[src/rtl/syscall_handler.sv]
// syscall_handler: answers the processor's syscall interface.
//   EXIT  - latch exit code, flush pending output, then halt (busy forever).
//   WRITE - push {byte, stream} into a small transmit FIFO.
//   READ  - flush pending output, request one byte on the receive port,
//           return it as a one-cycle result pulse.
//   op 3  - reserved; sets a sticky error flag.
// Ports:
//   i_clk, i_rst                 clock, async active-high reset
//   i_syscall_*                  request (sampled only while o_busy = 0)
//   o_busy                       stall to the processor
//   o_result_valid/data          READ result pulse
//   o_tx_valid/data/stream       transmit stream, popped on i_tx_ready
//   o_rx_req/stream, i_rx_*      receive request/response
//   o_exit_valid/code, o_error   sticky status
module syscall_handler #(
    parameter int unsigned OUT_DEPTH    = 4,
    parameter int unsigned STREAM_WIDTH = 2
) (
    input  logic                    i_clk,
    input  logic                    i_rst,
    input  logic                    i_syscall_valid,
    input  logic [1:0]              i_syscall_op,
    input  logic [31:0]             i_syscall_arg0,
    input  logic [31:0]             i_syscall_arg1,
    output logic                    o_busy,
    output logic                    o_result_valid,
    output logic [31:0]             o_result_data,
    output logic                    o_tx_valid,
    output logic [7:0]              o_tx_data,
    output logic [STREAM_WIDTH-1:0] o_tx_stream,
    input  logic                    i_tx_ready,
    output logic                    o_rx_req,
    output logic [STREAM_WIDTH-1:0] o_rx_stream,
    input  logic                    i_rx_valid,
    input  logic [7:0]              i_rx_data,
    output logic                    o_exit_valid,
    output logic [31:0]             o_exit_code,
    output logic                    o_error
);

    localparam int unsigned AW = $clog2(OUT_DEPTH);
    localparam int unsigned CW = AW + 1;

    localparam logic [1:0] OpExit  = 2'd0;
    localparam logic [1:0] OpWrite = 2'd1;
    localparam logic [1:0] OpRead  = 2'd2;

    typedef enum logic [2:0] {
        StIdle,
        StDrain,
        StReadWait,
        StResp,
        StHalted
    } state_e;

    state_e                  state_q, state_d;
    logic                    drain_exit_q, drain_exit_d;  // DRAIN ends in HALTED, not READ_WAIT
    logic [STREAM_WIDTH-1:0] rd_stream_q, rd_stream_d;
    logic [31:0]             rdata_q, rdata_d;
    logic [31:0]             exit_code_q, exit_code_d;
    logic                    error_q, error_d;

    // Transmit FIFO storage and pointers
    logic [7:0]              mem_data_q   [OUT_DEPTH];
    logic [STREAM_WIDTH-1:0] mem_stream_q [OUT_DEPTH];
    logic [AW-1:0]           wr_ptr_q, rd_ptr_q;
    logic [CW-1:0]           count_q;

    logic fifo_empty, fifo_full, busy, accept, push, pop;

    // Upper bits of the WRITE stream argument carry no meaning.
    logic unused_arg1;
    assign unused_arg1 = ^i_syscall_arg1[31:STREAM_WIDTH];

    assign fifo_empty = (count_q == '0);
    assign fifo_full  = (count_q == CW'(OUT_DEPTH));

    // Registers only: no combinational path from the request inputs.
    assign busy   = (state_q != StIdle) || fifo_full;
    assign accept = i_syscall_valid && !busy;
    assign push   = accept && (i_syscall_op == OpWrite);
    assign pop    = !fifo_empty && i_tx_ready;

    // FIFO storage needs no reset: entries are only read while counted valid.
    always_ff @(posedge i_clk) begin
        if (push) begin
            mem_data_q[wr_ptr_q]   <= i_syscall_arg0[7:0];
            mem_stream_q[wr_ptr_q] <= i_syscall_arg1[STREAM_WIDTH-1:0];
        end
    end

    always_ff @(posedge i_clk or posedge i_rst) begin
        if (i_rst) begin
            wr_ptr_q <= '0;
            rd_ptr_q <= '0;
            count_q  <= '0;
        end else begin
            if (push) wr_ptr_q <= wr_ptr_q + AW'(1);
            if (pop)  rd_ptr_q <= rd_ptr_q + AW'(1);
            case ({push, pop})
                2'b10:   count_q <= count_q + CW'(1);
                2'b01:   count_q <= count_q - CW'(1);
                default: count_q <= count_q;
            endcase
        end
    end

    always_ff @(posedge i_clk or posedge i_rst) begin
        if (i_rst) begin
            state_q      <= StIdle;
            drain_exit_q <= 1'b0;
            rd_stream_q  <= '0;
            rdata_q      <= '0;
            exit_code_q  <= '0;
            error_q      <= 1'b0;
        end else begin
            state_q      <= state_d;
            drain_exit_q <= drain_exit_d;
            rd_stream_q  <= rd_stream_d;
            rdata_q      <= rdata_d;
            exit_code_q  <= exit_code_d;
            error_q      <= error_d;
        end
    end

    always_comb begin
        state_d      = state_q;
        drain_exit_d = drain_exit_q;
        rd_stream_d  = rd_stream_q;
        rdata_d      = rdata_q;
        exit_code_d  = exit_code_q;
        error_d      = error_q;
        unique case (state_q)
            StIdle: begin
                if (accept) begin
                    unique case (i_syscall_op)
                        OpExit: begin
                            exit_code_d  = i_syscall_arg0;
                            drain_exit_d = 1'b1;
                            state_d      = fifo_empty ? StHalted : StDrain;
                        end
                        OpWrite: ;  // handled by the FIFO push
                        OpRead: begin
                            rd_stream_d  = i_syscall_arg0[STREAM_WIDTH-1:0];
                            drain_exit_d = 1'b0;
                            state_d      = fifo_empty ? StReadWait : StDrain;
                        end
                        default: error_d = 1'b1;
                    endcase
                end
            end
            // Pending output leaves before input is requested or the halt shows.
            StDrain: begin
                if (fifo_empty) begin
                    state_d = drain_exit_q ? StHalted : StReadWait;
                end
            end
            StReadWait: begin
                if (i_rx_valid) begin
                    rdata_d = {24'h0, i_rx_data};
                    state_d = StResp;
                end
            end
            StResp:   state_d = StIdle;
            StHalted: state_d = StHalted;
            default:  state_d = StIdle;
        endcase
    end

    assign o_busy         = busy;
    assign o_result_valid = (state_q == StResp);
    assign o_result_data  = rdata_q;
    assign o_tx_valid     = !fifo_empty;
    // Gate head data so the port reads zero while the FIFO is empty.
    assign o_tx_data      = fifo_empty ? 8'h00 : mem_data_q[rd_ptr_q];
    assign o_tx_stream    = fifo_empty ? '0 : mem_stream_q[rd_ptr_q];
    assign o_rx_req       = (state_q == StReadWait);
    assign o_rx_stream    = o_rx_req ? rd_stream_q : '0;
    assign o_exit_valid   = (state_q == StHalted);
    assign o_exit_code    = exit_code_q;
    assign o_error        = error_q;

endmodule

[config.mk]
export PLATFORM = sky130hd
export DESIGN_NAME = syscall_handler
export DESIGN_NICKNAME = d
export VERILOG_FILES = /design/src/rtl/syscall_handler.sv
export SDC_FILE = /design/constraint.sdc
export NUM_CORES = 1
export LEC_CHECK = 0
export BUFFER_PORTS_ARGS = -buffer_cell sky130_fd_sc_hd__buf_4
export CORE_MARGIN = 1.5
export CORE_UTILIZATION = 33
export CTS_BUF_LIST = sky130_fd_sc_hd__clkbuf_8
export CTS_CLUSTER_DIAMETER = 150
export DETAILED_ROUTE_END_ITERATION = 10
export PLACE_DENSITY = 0.61
export SLEW_MARGIN = 10
export SYNTH_ARGS = -nofsm -noshare
export SYNTH_HDL_FRONTEND = slang
export SYNTH_SLANG_ARGS = --single-unit
[constraint.sdc]
create_clock -name i_clk -period 5.4 [get_ports i_clk]
set_clock_uncertainty 0.15 [all_clocks]
set_input_delay 0.27 -clock i_clk [delete_from_list [all_inputs] [get_ports i_clk]]
set_output_delay 0.27 -clock i_clk [all_outputs]
set_load 0.01 [all_outputs]
==> Implementation_results.wiki, run 1 <==
{| class="wikitable"
! Metric !! Value
|-
| Fin crit period || 2.779 ns
|-
| Count of standard-cell rows || 40
|-
| Fraction of registers with async set or reset after synthesis || 0.5745
|-
| Overall die area || around 13000 µm²
|-
| First-pass DRT Iterations || 4
|-
| Worst vdd ir || 0.2187 mV
|-
| Number of synthesized flops with an enable pin || 40
|-
| Highest achievable clock rate || 0.3599 GHz
|-
| Filler cells || about 1100
|-
| X dimension of the die || 115.6 µm
|-
| Growth of design area from synthesis to finish || 34.91%
|-
| Global-route total usage across every layer || 0.1325
|-
| RSZ-0062 raised after global routing || false
|-
| Initial Util || 0.3428
|-
| CTS tree || done
|-
| Number of warnings reported in the yosys synthesis log || 0
|-
| Share of the yosys chip area belonging to registers || 0.6097
|-
| Count of unresolved DRC violations after routing || 0
|-
| Most used flip-flop cell after synthesis || sky130_fd_sc_hd__dfrtp_1
|-
| Number of buffers inserted by port buffering || 106
|-
| Critical Path RT || ~5.5 ns
|-
| Number of standard cells after synthesis || approximately 260
|-
| Fraction of layout cells with a size suffix above 1 || 0.4227
|-
| Antenna Nets Post-Route || 0
|-
| Status || finished, final reports clean
|-
| Multi-input combinational cell area || ~1400 µm²
|-
| Routability-driven placement congestion ratio || approximately 0.72
|-
| Global-route wire length before repair || 13.17 mm
|-
| Setup-violating endpoint count in the final report || 0
|-
| Setup crit start kind || register
|-
| Category of the critical setup timing path || register to register
|-
| HPWL after detailed placement || ~5.2 mm
|-
| Number of clock sinks seen by CTS || 94
|-
| Number of hold violations in the final report || 0
|-
| Top-level I/O count || approximately 160
|-
| Dpl cells || ~520
|-
| Final layout net count || between 400 and 500
|-
| Actual slew at the worst max-slew pin || 1.099 ns
|-
| Die span in y || ~120 µm
|-
| Total wirelength of the detailed-routed design || approximately 8.3 mm
|-
| Unique masters post-synth || 39
|-
| Final critical-path share of the clock period || 0.5146
|-
| Final Core Density || 0.4625
|-
| Number of vias after detailed routing || about 2500
|-
| Number of diodes || 0
|-
| Min-Delay Path Class || input pin to register
|-
| Capturing element type of the critical path || register
|-
| Via count of the first global-routing pass || 2603
|-
| FF-to-FF setup slack || approximately 2.6 ns
|-
| Antenna violations before repair || 0
|-
| Buffer levels on the longest clock path || 2
|-
| Number of buffers added by the clock tree synthesis step || 9
|-
| Max-slew violations || 0
|-
| Placeable core region || 12210 µm²
|-
| H-tree depth || 3
|-
| Max FO, Critical Path || 33
|-
| Number of DRC markers after the initial detailed-route iteration || 62
|-
| Static power due to leakage || approximately 2.5 nW
|-
| Remaining Overflow, GRT || 0
|-
| Fin cells || slightly below 600
|-
| Total power after layout || roughly 0.0027 W
|-
| Root cell of the clock tree || sky130_fd_sc_hd__clkbuf_8
|-
| Number of max-capacitance violations reported || 0
|-
| Per-instance average area after synthesis || 16.16 µm²
|-
| Total negative slack || 0 ns
|-
| Clock latency on the worst-skew pair || ~0.37 ns
|-
| Buffers inserted during post-CTS setup optimization || 0
|-
| Average via count per standard cell || 4.285
|-
| PD cells || 479.5 nW/µm²
|-
| Routed len/inst || ~14 µm
|-
| Pin count of the biggest net entering global routing || 55
|-
| Critical Path AT || 2.88 ns
|-
| Number of register bits inferred by synthesis || 94
|-
| Tightest slew margin relative to the limit || 0.2675
|-
| Clock-pin slew on the worst setup and hold paths || around 0.09 ns
|-
| Register area || 2552 µm²
|-
| Cell area after technology mapping || approximately 4200 µm²
|}
## state kept, by name, summed over array words and instances, names as in the netlist
| name | count |
|---|---|
| mem_data_q | 32 |
| rd_stream_q | 2 |
| state_q | 3 |
| o_exit_code | 32 |
| drain_exit_q | 1 |
| o_error | 1 |
| rd_ptr_q | 2 |
| wr_ptr_q | 2 |
| count_q | 3 |
| mem_stream_q | 8 |
| o_result_data | 8 |
## layer usage
| layer | vias up | track usage | share of wire |
|---|---|---|---|
| li1 | 1165 | - | - |
| met1 | 1214 | 0.1699 | 0.44 |
| met2 | 108 | 0.2075 | 0.47 |
| met3 | 7 | 0.04393 | 0.071 |
| met4 | 0 | 0.05528 | 0.013 |
| met5 | - | 0 | 0 |
## layout by cell type (no fill, tap or decap), types with 5 or more instances in the layout
master / n
sky130_fd_sc_hd__buf_4: 107
sky130_fd_sc_hd__dfrtp_1: 54
sky130_fd_sc_hd__dlygate4sd3_1: 44
sky130_fd_sc_hd__edfxtp_1: 40
sky130_fd_sc_hd__mux2_4: 29
sky130_fd_sc_hd__conb_1: 24
sky130_fd_sc_hd__and2_1: 17
sky130_fd_sc_hd__mux2_2: 10
sky130_fd_sc_hd__mux4_2: 10
sky130_fd_sc_hd__inv_1: 9
sky130_fd_sc_hd__clkbuf_8: 9
sky130_fd_sc_hd__nor2_1: 5
sky130_fd_sc_hd__ha_1: 5
## what timing repair did
item / 4_1_cts / 5_1_grt
hold buffers: 44 / 0
endpoints found under the hold margin: 129 / 0
gates resized for setup: 0 / 0
## final timing paths
| check | start | endpoint | cells past startpoint |
|---|---|---|---|
| worst max-delay path | state_q[1] | o_exit_code[29] | 3 |
| worst min-delay path | i_syscall_op[1] | o_error | 2 |
| worst max register to register | state_q[1] | o_exit_code[29] | 3 |
| worst min register to register | o_error | o_error | 1 |
| max in group asynchronous | i_rst | o_error | 4 |
| min in group asynchronous | i_rst | o_result_data[3] | 4 |
## through the flow
stage | cell area, µm² | worst slack [ns] | hold WS [ns]
floorplan | 4273 | 3.089 | 0.2138
global placement | 5004 | 2.653 | 0.3042
detailed placement | 5004 | 2.622 | 0.3271
CTS | 5648 | 2.606 | 0.02573
global route | 5648 | 2.489 | 0.01609
finish | 5648 | 2.621 | 0.03502
## area by class of cell
| cell class | instances | share of cell area |
|---|---|---|
| flip-flops and latches | 94 | 0.4519 |
| multi-input cells | 143 | 0.2479 |
| repair buffers | 151 | 0.2202 |
| well taps | 168 | 0.03722 |
| clock buffers | 9 | 0.02193 |
| clock inverters | 7 | 0.01418 |
| inverters | 10 | 0.006646 |
## kinds of logic after synthesis
group | share of synthesized area
adder cells (fa/ha/maj) | 0.01973
buffers and inverters | 0.07681
AO/OA/AOI/OAI | 0.02660
other | 0.0008957
flip-flops | 0.6097
XOR/XNOR | 0.01255
AND/OR/NAND/NOR | 0.05350
multiplexers | 0.2002
## worst max-delay path: stages (launching register included)
cell	delay, ns
sky130_fd_sc_hd__dfrtp_1	0.51
sky130_fd_sc_hd__a2111oi_4	0.55
sky130_fd_sc_hd__and3b_2	1.02
sky130_fd_sc_hd__mux2_1	0.40
## synth_stat cells (2+ instances only)
cell type | n | share of area
sky130_fd_sc_hd__dfrtp_1 | 54 | 0.32
sky130_fd_sc_hd__edfxtp_1 | 40 | 0.29
sky130_fd_sc_hd__mux2_4 | 29 | 0.10
sky130_fd_sc_hd__buf_4 | 24 | 0.043
sky130_fd_sc_hd__and2_1 | 17 | 0.025
sky130_fd_sc_hd__inv_1 | 10 | 0.0090
sky130_fd_sc_hd__mux2_2 | 10 | 0.027
sky130_fd_sc_hd__mux4_2 | 10 | 0.054
sky130_fd_sc_hd__ha_1 | 5 | 0.015
sky130_fd_sc_hd__nor2_1 | 5 | 0.0045
sky130_fd_sc_hd__a21oi_1 | 4 | 0.0048
sky130_fd_sc_hd__buf_2 | 4 | 0.0048
sky130_fd_sc_hd__mux2_1 | 4 | 0.011
sky130_fd_sc_hd__o21ai_0 | 4 | 0.0048
sky130_fd_sc_hd__buf_12 | 3 | 0.014
sky130_fd_sc_hd__nand2_1 | 3 | 0.0027
sky130_fd_sc_hd__nand2b_1 | 3 | 0.0045
sky130_fd_sc_hd__xnor2_1 | 3 | 0.0063
sky130_fd_sc_hd__xor2_1 | 3 | 0.0063
sky130_fd_sc_hd__clkbuf_1 | 2 | 0.0018
sky130_fd_sc_hd__mux2i_1 | 2 | 0.0048
sky130_fd_sc_hd__nand3b_1 | 2 | 0.0036
sky130_fd_sc_hd__nor2b_1 | 2 | 0.0030
## power by group
| group | switching [W] | internal, W | total (W) | leakage [nW] |
|---|---|---|---|---|
| sequential | 0.000191 | 0.000954 | 0.00115 | 1.01 |
| clock | 0.000266 | 0.000221 | 0.000487 | 0.104 |
| combinational | 0.000415 | 0.000661 | 0.00108 | 1.35 |
| total | 0.000873 | 0.00184 | 0.00271 | 2.47 |
No activity file was read; power rests on OpenSTA's default activity.
==> run 2: changes to the inputs <==
- ABC_AREA: unset -> 1
- PLACE_DENSITY: 0.61 -> 0.6
- clock period: 5.4 -> 2.6 ns (I/O delays scaled with it)
==> Implementation_results.wiki, run 2 <==
{| class="wikitable"
! Metric !! Value
|-
| CTS tree || done
|-
| Worst Setup Slack, final || 0.2823 ns (-2.339 ns)
|-
| Tightest slew margin relative to the limit || 0.5411 (+0.2735)
|-
| Max FO, Critical Path || 11 (-67%)
|-
| Worst-case setup slack after placement || 0.3489 ns (-2.273 ns)
|-
| Category of the critical setup timing path || register to output port
|-
| Final instance area || 5913 µm² (+4.7%)
|-
| Remaining Overflow, GRT || 0 (unchanged)
|-
| Worst vdd ir || 0.4474 mV (+100%)
|-
| Average via count per standard cell || 4.273 (-0.29%)
|-
| Most common cell after layout, fill and taps aside || sky130_fd_sc_hd__buf_4
|-
| Total negative slack || 0 ns (unchanged)
|-
| Number of diodes || 0 (unchanged)
|-
| Xor and xnor fraction of the mapped netlist area || 0.008182 (-0.004370)
|-
| Per-instance average area after synthesis || 9.888 µm² (-39%)
|-
| Overall die area || 13670 µm² (+2.2%)
|-
| Portion of netlist area occupied by mux cells || 0 (-0.2002)
|-
| Most used flip-flop cell after synthesis || sky130_fd_sc_hd__dfrtp_1
|-
| Multi-input combinational cell area || 1285 µm² (-8.2%)
|-
| Cell area after technology mapping || 4282 µm² (+2.3%)
|-
| # resized after CTS || 0 (unchanged)
|-
| Antenna violations before repair || 0 (unchanged)
|-
| Number of standard cells after synthesis || 433 (+67%)
|-
| Clock-pin slew on the worst setup and hold paths || 0.09 ns (about the same)
|-
| Simple-gate portion of the synthesized area || 0.1447 (+0.09116)
|-
| Post-synthesis share of cell area spent on full adders, half adders and majority gates || 0.01929 (-0.0004381)
|-
| Cell at the slowest stage of the critical path || sky130_fd_sc_hd__dfrtp_1
|-
| Antenna Nets Post-Route || 0 (unchanged)
|-
| First-pass DRT Iterations || 4 (unchanged)
|-
| Fin crit period || between 2 and 2.5 ns
|-
| Unique masters post-synth || 27 (-31%)
|-
| Via count of the first global-routing pass || 3240 (+24%)
|-
| Largest area contributor in the netlist || sky130_fd_sc_hd__dfrtp_1
|-
| Die span in y || 116.9 µm (+1.1%)
|-
| Share of the synthesized area in compound gates (AO/OA/AOI/OAI) || 0.1070 (+0.08036)
|-
| Placed inst area || 5172 µm² (+3.4%)
|-
| Status || finished, final reports clean
|-
| Capturing element type of the critical path || output port
|-
| Count of standard-cell rows || 41 (+2.5%)
|-
| Root cell of the clock tree || sky130_fd_sc_hd__clkbuf_8
|-
| Initial Util || 0.3393 (-0.003546)
|-
| Number of max-capacitance violations reported || 0 (unchanged)
|-
| Share of the yosys chip area belonging to registers || 0.5961 (-0.01354)
|-
| Buffers inserted during post-CTS setup optimization || 0 (unchanged)
|-
| Min-Delay Path Class || input pin to register
|-
| Most common cell in the netlist || sky130_fd_sc_hd__nand2_1
|-
| Filler cells || 1160 (+8.2%)
|-
| Setup-violating endpoint count in the final report || 0 (unchanged)
|-
| Final critical-path share of the clock period || 0.8914
|-
| HPWL after detailed placement || 6.107 mm (+17%)
|-
| Buf+Inv Stages, Crit Path || 2 (+2)
|-
| Fraction of registers with async set or reset after synthesis || 0.5745 (unchanged)
|-
| Placeable core region || 12620 µm² (+3.3%)
|-
| Dominant cells by area after synthesis || sky130_fd_sc_hd__dfrtp_1, sky130_fd_sc_hd__edfxtp_1, sky130_fd_sc_hd__nand2_1
|-
| PD cells || 966.6 nW/µm² (+100%)
|-
| Number of buffers added by the clock tree synthesis step || 9 (unchanged)
|-
| Register area || 2552 µm² (unchanged)
|-
| Number of buffers inserted by port buffering || 106 (unchanged)
|-
| Routability-driven placement congestion ratio || 0.8116 (+13%)
|-
| Total wirelength of the detailed-routed design || 9.633 mm (+16%)
|-
| Growth of design area from synthesis to finish || 38.11%
|-
| Worst Hold Slack || 0.004943 ns (-0.03008 ns)
|-
| Buffer levels on the longest clock path || 2 (unchanged)
|-
| Pin count of the biggest net entering global routing || 55 (unchanged)
|-
| Global-route total usage across every layer || 0.1499 (+0.01741)
|-
| Highest achievable clock rate || around 0.43 GHz
|-
| Max-slew violations || 0 (unchanged)
|-
| Fraction of layout cells with a size suffix above 1 || 0.2674 (-0.1553)
|-
| Actual slew at the worst max-slew pin || 0.6884 ns (-0.4103 ns)
|-
| Kind of cell with the highest combined delay on the critical path || flip-flops
|-
| Largest family of logic cells by synthesized area || simple AND/OR/NAND/NOR gates
|-
| Number of synthesized flops with an enable pin || 40 (unchanged)
|-
| Number of register bits inferred by synthesis || 94 (unchanged)
|-
| Number of clock sinks seen by CTS || 94 (unchanged)
|-
| Clock latency on the worst-skew pair || 0.36 ns (about the same)
|-
| Critical Path AT || 2.04 ns (-0.84 ns)
|-
| RSZ-0062 raised after global routing || false
|-
| Share of the synthesized area in the top cell type || 0.3156 (-0.007169)
|-
| X dimension of the die || 116.9 µm (+1.1%)
|-
| Commonest cells in the synthesized netlist || sky130_fd_sc_hd__nand2_1, sky130_fd_sc_hd__inv_1, sky130_fd_sc_hd__nor2_1
|-
| Worst path max stage delay || 0.63 ns (-0.39 ns)
|-
| Routed len/inst || 12.45 µm (-13%)
|-
| Final layout net count || 682 (+38%)
|-
| Number of warnings reported in the yosys synthesis log || 0 (unchanged)
|-
| Top-level I/O count || 161 (unchanged)
|-
| Most used cells in the layout excluding fill and tap cells || sky130_fd_sc_hd__buf_4, sky130_fd_sc_hd__nand2_1, sky130_fd_sc_hd__inv_1
|-
| Setup crit start kind || register
|-
| H-tree depth || 3 (unchanged)
|-
| Critical path, cell by cell || inv_1 -> nor2_1 -> o21ai_0 -> a21oi_1 -> buf_4
|-
| Number of DRC markers after the initial detailed-route iteration || 127 (+100%)
|-
| Number of vias after detailed routing || 3307 (+33%)
|-
| Static power due to leakage || 2.842 nW (+15%)
|-
| Count of unresolved DRC violations after routing || 0 (unchanged)
|-
| Global-route wire length before repair || 15.63 mm (+19%)
|-
| Number of hold violations in the final report || 0 (unchanged)
|-
| Critical Path RT || 2.32 ns (-3.18 ns)
|}
-- run 2: cell count changes in the layout (fill, tap and decap cells not counted), moves of 14 or more --
| cell | change |
|---|---|
| sky130_fd_sc_hd__o21ai_2 | +23 |
| sky130_fd_sc_hd__mux2_4 | -29 |
| sky130_fd_sc_hd__and2_1 | -17 |
| sky130_fd_sc_hd__inv_1 | +53 |
| sky130_fd_sc_hd__nand3_1 | +14 |
| sky130_fd_sc_hd__o21ai_0 | +23 |
| sky130_fd_sc_hd__nand2_1 | +70 |
| sky130_fd_sc_hd__nor2_1 | +51 |
-- run 2: cell type report --
class                      count  area share
tap                          172     0.03639
clock inverter                 7     0.01121
multi-input combinational    258      0.2173
clock buffer                   9     0.02095
timing repair buffer         171      0.2425
inverter                      63     0.03999
sequential                    94      0.4317
-- run 2: tightest hold or removal path: cells and delay by family --
kind	cells	cell delay, ns
xor+xnor	1	0.06
buf+inv	2	0.16
simple gates	2	0.14
-- run 2: path summary, 6_finish.rpt --
path | start | slack [ns] | cells after the start | endpoint
min | i_tx_ready | 0.005 | 5 | rd_ptr_q[1]
min in group asynchronous | i_rst | 0.35 | 4 | o_result_data[0]
max in group asynchronous | i_rst | 1.49 | 4 | o_exit_code[16]
max | rd_ptr_q[1] | 0.28 | 5 | o_tx_data[0]
max reg2reg | count_q[0] | 0.32 | 9 | count_q[2]
min reg2reg | o_error | 0.32 | 2 | o_error
-- run 2: power by group --
part / switching [W] / leakage [nW] / total (W) / internal, W
sequential: 0.000294 / 1.03 / 0.00225 / 0.00196
combinational: 0.00136 / 1.72 / 0.00252 / 0.00116
clock: 0.000570 / 0.0953 / 0.000941 / 0.000371
total: 0.00222 / 2.84 / 0.00572 / 0.00350
-- run 2: logic make-up after synthesis --
logic type	count (synthesis)
compound gates	72
xor+xnor	4
fa+ha+maj	6
buf+inv	104
flops	94
other cells	1
simple gates	152
-- run 2: through the flow --
| step | util | power, W | instances |
|---|---|---|---|
| 3_5_place_dp | 0.4099 | 0.004743 | 703 |
| 6_report | 0.4686 | 0.005716 | 774 |
| 2_1_floorplan | - | 0.003676 | 456 |
| 4_1_cts | 0.4686 | 0.005769 | 774 |
| 5_1_grt | 0.4686 | 0.006166 | 774 |
| 3_3_place_gp | 0.4099 | 0.004674 | 703 |
-- run 2: what timing repair did --
action / CTS / global route
endpoints found under the setup margin: 0 / 0
endpoints found under the hold margin: 140 / 0
hold buffers: 55 / 0
-- run 2: metal layers --
metal  vias to the layer above  track usage  part of all wire
met5                         -            0                 0
met4                         0      0.05783             0.014
met3                        11      0.04583             0.079
met2                       120       0.2515              0.48
met1                      1531       0.1822              0.42
li1                       1645            -                 -
==> run 3: changes to the inputs <==
- CELL_PAD_IN_SITES_DETAIL_PLACEMENT: unset -> 1
- CELL_PAD_IN_SITES_GLOBAL_PLACEMENT: unset -> 1
- GPL_TIMING_DRIVEN: unset -> 0
- PLACE_DENSITY: 0.6 -> 0.76
- TNS_END_PERCENT: unset -> 5
==> Implementation_results.wiki, run 3 (synthesis gave the netlist of run 2 again) <==
{| class="wikitable"
! Metric !! Value
|-
| Status || finished, violations left
|-
| Failing checks || hold timing
|-
| First-pass DRT Iterations || 4 (unchanged)
|-
| Average via count per standard cell || 4.397 (+2.9%)
|-
| Critical Path AT || 2.34 ns (+0.30 ns)
|-
| Number of diodes || 0 (unchanged)
|-
| Capturing element type of the critical path || register
|-
| Buf+Inv Stages, Crit Path || 0 (-2)
|-
| Total power after layout || 0.005880 W (+2.9%)
|-
| Final critical-path share of the clock period || 0.9608 (+0.06940)
|-
| Clock latency on the worst-skew pair || 0.37 ns (about the same)
|-
| Remaining Overflow, GRT || 0 (unchanged)
|-
| Tightest slew margin relative to the limit || 0.3144 (-0.2267)
|-
| Total negative slack || 0 ns (unchanged)
|-
| Number of buffers inserted by port buffering || 104 (-1.9%)
|-
| Critical Path RT || 2.44 ns (+0.12 ns)
|-
| Static power due to leakage || 2.963 nW (+4.2%)
|-
| Via count of the first global-routing pass || 3816 (+18%)
|-
| Placeable core region || 12620 µm² (unchanged)
|-
| FF-to-FF setup slack || 0.10 ns (-0.22 ns)
|-
| Critical path, cell by cell || nor2_4 -> nand2_2 -> a21oi_4 -> nand3_2 -> nor2_1
|-
| PD cells || 973.2 nW/µm² (+0.68%)
|-
| Most common cell after layout, fill and taps aside || sky130_fd_sc_hd__buf_4
|-
| Actual slew at the worst max-slew pin || 1.025 ns (+0.3362 ns)
|-
| Count of standard-cell rows || 41 (unchanged)
|-
| Number of DRC markers after the initial detailed-route iteration || 124 (-2.4%)
|-
| Antenna violations before repair || 0 (unchanged)
|-
| X dimension of the die || 116.9 µm (unchanged)
|-
| RSZ-0062 raised after global routing || true
|-
| Min-Delay Path Class || input pin to register
|-
| Worst path max stage delay || 0.83 ns (+0.20 ns)
|-
| Highest achievable clock rate || 0.4003 GHz (-7.2%)
|-
| Die span in y || 116.9 µm (unchanged)
|-
| Max FO, Critical Path || 10 (-1)
|-
| Number of buffers added by the clock tree synthesis step || 9 (unchanged)
|-
| Cell at the slowest stage of the critical path || sky130_fd_sc_hd__nor2_1
|-
| Buffer levels on the longest clock path || 2 (unchanged)
|-
| Category of the critical setup timing path || register to register
|-
| CTS tree || done
|-
| Number of max-capacitance violations reported || 0 (unchanged)
|-
| Max-slew violations || 0 (unchanged)
|-
| Initial Util || 0.3393 (unchanged)
|-
| Worst Hold Slack || -0.004963 ns (-0.009906 ns)
|-
| Root cell of the clock tree || sky130_fd_sc_hd__clkbuf_8
|-
| Buffers inserted during post-CTS setup optimization || 0 (unchanged)
|-
| Final Core Density || 0.4788 (+0.01021)
|-
| HPWL after detailed placement || 8.053 mm (+32%)
|-
| Global-route total usage across every layer || 0.1842 (+0.03431)
|-
| Growth of design area from synthesis to finish || 41.12%
|-
| Pin count of the biggest net entering global routing || 29 (-47%)
|-
| Overall die area || 13670 µm² (unchanged)
|-
| Number of clock sinks seen by CTS || 94 (unchanged)
|-
| Final layout net count || 703 (+3.1%)
|-
| Setup-violating endpoint count in the final report || 0 (unchanged)
|-
| Kind of cell with the highest combined delay on the critical path || simple AND/OR/NAND/NOR gates
|-
| Routability-driven placement congestion ratio || 0.7499 (-7.6%)
|-
| Most used cells in the layout excluding fill and tap cells || sky130_fd_sc_hd__buf_4, sky130_fd_sc_hd__nand2_1, sky130_fd_sc_hd__inv_1
|-
| Top-level I/O count || 161 (unchanged)
|-
| H-tree depth || 3 (unchanged)
|-
| Fraction of layout cells with a size suffix above 1 || 0.3002 (+0.03272)
|-
| Total wirelength of the detailed-routed design || 12.05 mm (+25%)
|-
| Setup crit start kind || register
|-
| Fin crit period || 2.498 ns (+0.1804 ns)
|-
| Number of hold violations in the final report || 2 (+2)
|-
| Global-route wire length before repair || 19.06 mm (+22%)
|-
| Antenna Nets Post-Route || 0 (unchanged)
|-
| Routed len/inst || 15.16 µm (+22%)
|-
| Count of unresolved DRC violations after routing || 0 (unchanged)
|-
| Worst vdd ir || 0.4231 mV (-5.4%)
|-
| Clock-pin slew on the worst setup and hold paths || 0.10 ns (about the same)
|-
| Number of vias after detailed routing || 3496 (+5.7%)
|}
==> run 3: changes by cell type in the layout (fill, tap and decap cells not counted), sizes merged <==
cell         previous run  this run
dlygate4sd3            55        46
clkbuf                  9        16
buf                   116       139
inv                    67        66
clkinv                  2         3
==> run 3: final timing paths <==
kind | end | cells after the start | start
min in group asynchronous | o_exit_code[27] | 3 | i_rst
max reg2reg | mem_data_q[3][1] | 5 | state_q[1]
min reg2reg | o_error | 2 | o_error
min | rd_ptr_q[1] | 5 | i_tx_ready
max | mem_data_q[3][1] | 5 | state_q[1]
max in group asynchronous | o_exit_code[7] | 4 | i_rst
==> run 3: layout make-up <==
class                   instances  area (µm²)
plain buffers                  41       294.0
clock buffers                   9       123.9
clock inverters                 7       66.31
fillers                      1467        6578
inverters                      63       236.5
multi-input cells             258        1292
flip-flops and latches         94        2552
well taps                     172       215.2
repair buffers                151        1261
==> run 3: metrics by stage <==
step           cell area, µm²  setup slack, ns  std cells  hold slack, ns
2_1_floorplan            4368           0.4969        456         0.07887
3_3_place_gp             5364           0.1681        732          0.1822
3_5_place_dp             5384          0.08156        733          0.1097
4_1_cts                  6035          0.06680        795        0.006934
5_1_grt                  6042         -0.06183        795         0.01791
6_report                 6042           0.1019        795       -0.004963
==> run 3: power by group <==
| group | internal, W | switching, W | leakage [nW] |
|---|---|---|---|
| combinational | 0.00119 | 0.00149 | 1.84 |
| sequential | 0.00196 | 0.000283 | 1.03 |
| clock | 0.000369 | 0.000578 | 0.0949 |
==> run 3: tightest hold or removal path: stages <==
cell,delay (ns)
sky130_fd_sc_hd__buf_4,0.11
sky130_fd_sc_hd__inv_1,0.06
sky130_fd_sc_hd__nor2_2,0.06
sky130_fd_sc_hd__nand2_1,0.07
sky130_fd_sc_hd__xor2_1,0.06
==> run 3: timing repair <==
item,4_1_cts,5_1_grt
gates resized for setup,0,3
hold endpoints to repair,111,0
setup endpoints to repair,0,41
hold buffers,46,0
==> run 3: per-layer routing <==
metal / global-route usage / vias to the layer above / routed length, µm
li1: - / 1695 / -
met4: 0.05703 / 0 / 156
met3: 0.05716 / 14 / 914
met2: 0.3419 / 114 / 6263
met5: 0 / - / 0
met1: 0.2010 / 1673 / 4715
